File: config.mk
export PLATFORM = sky130hd
export DESIGN_NAME = debounce_bank
export DESIGN_NICKNAME = d
export VERILOG_FILES = /design/src/rtl/debounce_pkg.sv /design/src/rtl/debounce_channel.sv /design/src/rtl/debounce_bank.sv
export SDC_FILE = /design/constraint.sdc
export NUM_CORES = 1
export LEC_CHECK = 0
export ABC_AREA = 0
export CAP_MARGIN = 20
export CORE_ASPECT_RATIO = 1.25
export CORE_MARGIN = 3
export CORE_UTILIZATION = 32
export DETAILED_ROUTE_END_ITERATION = 8
export GPL_ROUTABILITY_DRIVEN = 0
export PLACE_DENSITY_LB_ADDON = 0.25
export SLEW_MARGIN = 20
export SYNTH_ARGS = -nofsm -noshare
export SYNTH_HDL_FRONTEND = slang
export SYNTH_SLANG_ARGS = --single-unit
File: constraint.sdc
create_clock -name clk -period 2.5 [get_ports clk]
set_input_delay 0.5 -clock clk [delete_from_list [all_inputs] [get_ports clk]]
set_output_delay 0.5 -clock clk [all_outputs]
set_load 0.02 [all_outputs]
File: src/rtl/debounce_pkg.sv
`default_nettype none
// ============================================================================
// Module   : debounce_pkg
// Purpose  : Shared repeat-FSM state encoding and a width helper for the
//            debounce_bank push-button conditioner.
// Revision : 1.0 - initial release
// ============================================================================
package debounce_pkg;

    typedef enum logic [1:0] {
        S_RELEASED = 2'd0,
        S_PRESSED  = 2'd1,
        S_REPEAT   = 2'd2
    } rpt_state_t;

    // Bits needed to hold values 0 .. value-1, never less than one.
    function automatic int clog2w(input int value);
        int w;
        w = 1;
        while ((64'd1 << w) < 64'(value)) w = w + 1;
        return w;
    endfunction

endpackage
`default_nettype wire

File: src/rtl/debounce_channel.sv
`default_nettype none
// ============================================================================
// Module   : debounce_channel
// Purpose  : One button: 2-flop synchroniser, stability filter, auto-repeat
//            FSM and registered press/release/step pulses.
// Revision : 1.0 - initial release
// ============================================================================
module debounce_channel
    import debounce_pkg::*;
#(
    parameter int STABLE_CYCLES = 1_000_000,
    parameter int REPEAT_DELAY  = 25_000_000,
    parameter int REPEAT_PERIOD = 5_000_000
) (
    input  logic clk,
    input  logic n_reset,
    input  logic btn_in,
    input  logic repeat_en,
    output logic level,
    output logic press_pulse,
    output logic rel_pulse,
    output logic step_pulse
);

    localparam int c_stb_w = clog2w(STABLE_CYCLES);
    localparam int c_rpt_w = clog2w((REPEAT_DELAY > REPEAT_PERIOD) ? REPEAT_DELAY : REPEAT_PERIOD);
    localparam logic [c_stb_w-1:0] c_stb_last   = c_stb_w'(STABLE_CYCLES - 1);
    localparam logic [c_rpt_w-1:0] c_delay_last = c_rpt_w'(REPEAT_DELAY - 1);
    localparam logic [c_rpt_w-1:0] c_per_last   = c_rpt_w'(REPEAT_PERIOD - 1);

    logic               r_sync1;
    logic               r_sync2;
    logic [c_stb_w-1:0] r_stb_cnt;
    logic               r_level;
    logic               r_press;
    logic               r_rel;
    logic               r_step;
    rpt_state_t         r_state;
    rpt_state_t         w_state_nxt;
    logic [c_rpt_w-1:0] r_rpt_cnt;
    logic [c_rpt_w-1:0] w_rpt_nxt;
    logic               w_rpt_fire;
    logic               w_diff;
    logic               w_accept;
    logic               w_press_acc;
    logic               w_rel_acc;

    assign w_diff      = r_sync2 ^ r_level;
    assign w_accept    = w_diff && (r_stb_cnt == c_stb_last);
    assign w_press_acc = w_accept & ~r_level;
    assign w_rel_acc   = w_accept &  r_level;

    // Release is checked first so it suppresses a repeat due on the same edge.
    always_comb begin
        w_state_nxt = r_state;
        w_rpt_nxt   = r_rpt_cnt;
        w_rpt_fire  = 1'b0;
        case (r_state)
            S_RELEASED: begin
                w_rpt_nxt = '0;
                if (w_press_acc) w_state_nxt = S_PRESSED;
            end
            S_PRESSED: begin
                if (w_rel_acc) begin
                    w_state_nxt = S_RELEASED;
                    w_rpt_nxt   = '0;
                end else if (r_rpt_cnt == c_delay_last) begin
                    w_rpt_nxt = '0;
                    if (repeat_en) begin
                        w_rpt_fire  = 1'b1;
                        w_state_nxt = S_REPEAT;
                    end
                end else begin
                    w_rpt_nxt = r_rpt_cnt + 1'b1;
                end
            end
            S_REPEAT: begin
                if (w_rel_acc) begin
                    w_state_nxt = S_RELEASED;
                    w_rpt_nxt   = '0;
                end else if (!repeat_en) begin
                    w_state_nxt = S_PRESSED;
                    w_rpt_nxt   = '0;
                end else if (r_rpt_cnt == c_per_last) begin
                    w_rpt_fire = 1'b1;
                    w_rpt_nxt  = '0;
                end else begin
                    w_rpt_nxt = r_rpt_cnt + 1'b1;
                end
            end
            default: begin
                w_state_nxt = S_RELEASED;
                w_rpt_nxt   = '0;
            end
        endcase
    end

    always_ff @(posedge clk or negedge n_reset) begin
        if (!n_reset) begin
            r_sync1   <= 1'b0;
            r_sync2   <= 1'b0;
            r_stb_cnt <= '0;
            r_level   <= 1'b0;
            r_press   <= 1'b0;
            r_rel     <= 1'b0;
            r_step    <= 1'b0;
            r_state   <= S_RELEASED;
            r_rpt_cnt <= '0;
        end else begin
            r_sync1 <= btn_in;
            r_sync2 <= r_sync1;
            if (!w_diff || w_accept) begin
                r_stb_cnt <= '0;
            end else begin
                r_stb_cnt <= r_stb_cnt + 1'b1;
            end
            if (w_accept) r_level <= ~r_level;
            r_press   <= w_press_acc;
            r_rel     <= w_rel_acc;
            r_step    <= w_press_acc | w_rpt_fire;
            r_state   <= w_state_nxt;
            r_rpt_cnt <= w_rpt_nxt;
        end
    end

    assign level       = r_level;
    assign press_pulse = r_press;
    assign rel_pulse   = r_rel;
    assign step_pulse  = r_step;

endmodule
`default_nettype wire

File: src/rtl/debounce_bank.sv
`default_nettype none
// ============================================================================
// Module   : debounce_bank
// Purpose  : CH independent push-button conditioners with optional repeat.
// Revision : 1.0 - initial release
// ============================================================================
module debounce_bank #(
    parameter int CH            = 4,
    parameter int STABLE_CYCLES = 1_000_000,
    parameter int REPEAT_DELAY  = 25_000_000,
    parameter int REPEAT_PERIOD = 5_000_000
) (
    input  logic          clk,
    input  logic          n_reset,
    input  logic [CH-1:0] btn_in,
    input  logic [CH-1:0] repeat_en,
    output logic [CH-1:0] level,
    output logic [CH-1:0] press_pulse,
    output logic [CH-1:0] rel_pulse,
    output logic [CH-1:0] step_pulse
);

    for (genvar i = 0; i < CH; i++) begin : g_ch
        debounce_channel #(
            .STABLE_CYCLES (STABLE_CYCLES),
            .REPEAT_DELAY  (REPEAT_DELAY),
            .REPEAT_PERIOD (REPEAT_PERIOD)
        ) u_channel (
            .clk         (clk),
            .n_reset     (n_reset),
            .btn_in      (btn_in[i]),
            .repeat_en   (repeat_en[i]),
            .level       (level[i]),
            .press_pulse (press_pulse[i]),
            .rel_pulse   (rel_pulse[i]),
            .step_pulse  (step_pulse[i])
        );
    end

endmodule
`default_nettype wire
==> metrics.csv <==
stage,metric,value,unit
outcome,run status,"finished, final reports clean",
floorplan,IO Pins,26,
worst_setup_path,Reg2Reg Launch Point,g_ch[0].u_channel.r_stb_cnt[13],
clock_tree,# Post-CTS Setup Buffers,0,
layout,"most common cell after layout, fill and taps aside",dfrtp_1,
worst_hold_path,WHS Endpoint,g_ch[3].u_channel.r_sync2,
sta,Max Freq,421,MHz
layout,most frequent cells in the layout,"dfrtp_1 (212), nor2_1 (201), xnor2_1 (88)",
synthesis,adder-cell share of the synthesized area,2.75,%
synthesis,dominant synthesized flop cell,dfrtp_1,
floorplan,row cnt,75,
synthesis,"EDFF count, synth",0,
placement,input/output buffers,25,
synthesis,synth warn,0,
sta,final setup vio count,0,
layout,Finished Core Util,37.0,%
layout,"non-filler cells, final",1589,
sta,Setup TNS,0,ns
layout,Layout Nets,1187,
clock_tree,CTS Buf Count,23,
floorplan,Die Span Y,213,um
grt,global-route total usage across every layer,12.3,%
worst_setup_path,WP data required,2.89,ns
sta,final hold vios,0,
clock_tree,clock tree from TritonCTS,done,
grt,largest net degree at the start of global routing,57,
worst_setup_path,CP Data Arrival Time,2.77,ns
clock_tree,H-tree Lvls,1,
floorplan,die width,171,um
synthesis,synth unique cells,59,
sta,RSZ-0062 raised after global routing,false,
layout,proportion of layout cells with a drive suffix above 1,6.17,%
placement,Placed Cells,1550,
grt,initial antenna violation count,0,
synthesis,syn_area_per_cell,9.74,sq um
clock_tree,"Clk Latency, worst-skew pair",0.51,ns
sta,Final WS setup,0.124,ns
power_and_ir_drop,VDD IR max,0.372,mV
power_and_ir_drop,Total Power,7.13,mW
grt,number of global-route vias before repair,7949,
worst_hold_path,HP Class,reg2reg,
synthesis,multiplexer share of the synthesized area,0.916,%
layout,Syn-to-layout area delta,13.6,%
sta,Pins Over Slew Limit,0,
layout,ant diodes,0,
grt,GR Overflow Total,0,
synthesis,Synth Area in Simple Gates,27.6,%
floorplan,die footprint,0.0364,sq mm
clock_tree,clock buffer depth,3,
synthesis,Synth Cell Area,0.0109,sq mm
clock_tree,"Reg clk slew, reported paths",0.06,ns
placement,Place WS,0.114,ns
power_and_ir_drop,leakage,4.96,nW
sta,final worst path period share,95.0,%
synthesis,asr flop ratio synth,100,%
detailed_routing,drt via density,4.92,
synthesis,Yosys reg bits,212,
detailed_routing,DR DRC count,0,
floorplan,Core ar.,0.0336,sq mm
detailed_routing,DRT iter0 DRCs,412,
placement,DP HPWL,14600,um
synthesis,syn nets,1156,
floorplan,Initial Util,32.5,%
synthesis,cells after synthesis,1122,
worst_setup_path,R2R cell count,5,
synthesis,largest family of logic cells by synthesized area,simple AND/OR/NAND/NOR gates,
power_and_ir_drop,pwr dens,574,mW/mm^2
worst_setup_path,CP Capture Type,flip-flop,
sta,skew final,0.00799,ns
sta,Max-slew headroom,49.3,%
synthesis,complex-gate fraction of the synthesized area,3.67,%
worst_setup_path,reg2reg end,g_ch[0].u_channel.r_state[0],
clock_tree,clk sinks,212,
worst_setup_path,Startpoint Class,flip-flop,
clock_tree,root buffer cell,clkbuf_16,
detailed_routing,Pre-antenna DRT Iters,4,
worst_setup_path,critical setup path kind,reg2reg,
detailed_routing,DRT antenna net count,0,
sta,Final Critical Period,2.38,ns
clock_tree,post_cts resized,0,
worst_setup_path,Reg2Reg Setup Slack,0.12,ns
worst_setup_path,Crit Path Max Fanout,5,
synthesis,sequential element share of the synthesized area,48.5,%
synthesis,Synth Area in XOR/XNOR,13.1,%
detailed_routing,via count,7820,
worst_hold_path,hold wc startpoint,g_ch[3].u_channel.r_sync1,
flow_run,max_cap viols,0,
sta,Worst Tran Pin Value,0.754,ns
detailed_routing,routed len/inst,13.6,um
worst_hold_path,worst hold stages,0,
grt,first-pass GRT wire length,38200,um
detailed_routing,routed wire length,21600,um
clock_tree,CTS Hold Bufs,1,
## report_power, final
part           internal [mW]  leakage, nW  switching, mW
Sequential              3.47         2.93         0.0351
Combinational          0.130         1.68          0.243
Clock                   1.90        0.346           1.35
Total                   5.51         4.96           1.62
## layout make-up
cell class | count | area, sq um
multi-input cells | 829 | 5250
inverters | 39 | 146
clock buffers | 34 | 657
flip-flops and latches | 212 | 5310
clock inverters | 4 | 45.0
repair buffers | 48 | 480
fillers | 3366 | 21200
well taps | 423 | 529
## metrics by stage
| stage | hold WS, ns | area (sq um) |
|---|---|---|
| after floorplan | 0.204 | 10900 |
| after global routing | 0.362 | 12400 |
| final | 0.348 | 12400 |
| after CTS | 0.350 | 12400 |
| after global placement | 0.337 | 11700 |
| after detailed placement | 0.335 | 11700 |
## per-layer routing
metal	part of all wire, %	GRT usage, %	vias to the layer above
met5	0	0	-
met4	2.1	3.64	0
met3	3.0	1.84	26
met2	49	21.2	74
met1	46	16.1	3802
li1	-	-	3918
## synthesized netlist by cell type, types with 14 or more instances
cell | n | share of area, %
nand2_1 | 60 | 2.1
nor4_1 | 28 | 1.6
dfrtp_1 | 212 | 49
and3_1 | 29 | 1.7
buf_4 | 16 | 1.1
xor2_1 | 75 | 6.0
nor3b_1 | 29 | 2.0
nor3_1 | 32 | 1.5
nor2_1 | 201 | 6.9
and2_1 | 14 | 0.80
ha_1 | 24 | 2.7
nand3_1 | 66 | 3.0
inv_1 | 39 | 1.3
clkbuf_1 | 16 | 0.55
nand4_1 | 50 | 2.9
xnor2_1 | 88 | 7.1
## kinds of logic (layout without fill, tap and decap cells)
kind of cell,count (synthesis),after routing
AOI/OAI and AO/OA,55,55
adders and majority gates,24,24
muxes,9,9
and+or+nand+nor,578,578
buffers and inverters,81,125
xor gates and xnor gates,163,163
DFF,212,212
## sequential cells by signal, summed over array words and instances (netlist names)
name                        cells
g_ch.u_channel.step_pulse       4
g_ch.u_channel.r_stb_cnt       80
g_ch.u_channel.r_rpt_cnt      100
g_ch.u_channel.level            4
g_ch.u_channel.rel_pulse        4
g_ch.u_channel.r_sync1          4
g_ch.u_channel.press_pulse      4
g_ch.u_channel.r_sync2          4
g_ch.u_channel.r_state          8
## critical path, stage by stage (launching register included)
cell     delay, ns
dfrtp_1       0.42
or4b_1        0.54
or4_4         0.47
o41ai_2       0.35
o31ai_1       0.16
mux2_1        0.32
## worst max-delay path by stage
stage,from,to,cells after the start
final,g_ch[0].u_channel.r_stb_cnt[13],g_ch[0].u_channel.r_state[0],5
after detailed placement,g_ch[0].u_channel.r_stb_cnt[13],g_ch[0].u_channel.r_state[0],5
after global routing,g_ch[0].u_channel.r_stb_cnt[13],g_ch[0].u_channel.r_state[0],5
after CTS,g_ch[0].u_channel.r_stb_cnt[13],g_ch[0].u_channel.r_state[0],5
after floorplan,g_ch[0].u_channel.r_stb_cnt[13],g_ch[0].u_channel.r_state[0],5
after global placement,g_ch[0].u_channel.r_stb_cnt[13],g_ch[0].u_channel.r_state[0],5
No activity file was read; power rests on OpenSTA's default activity.
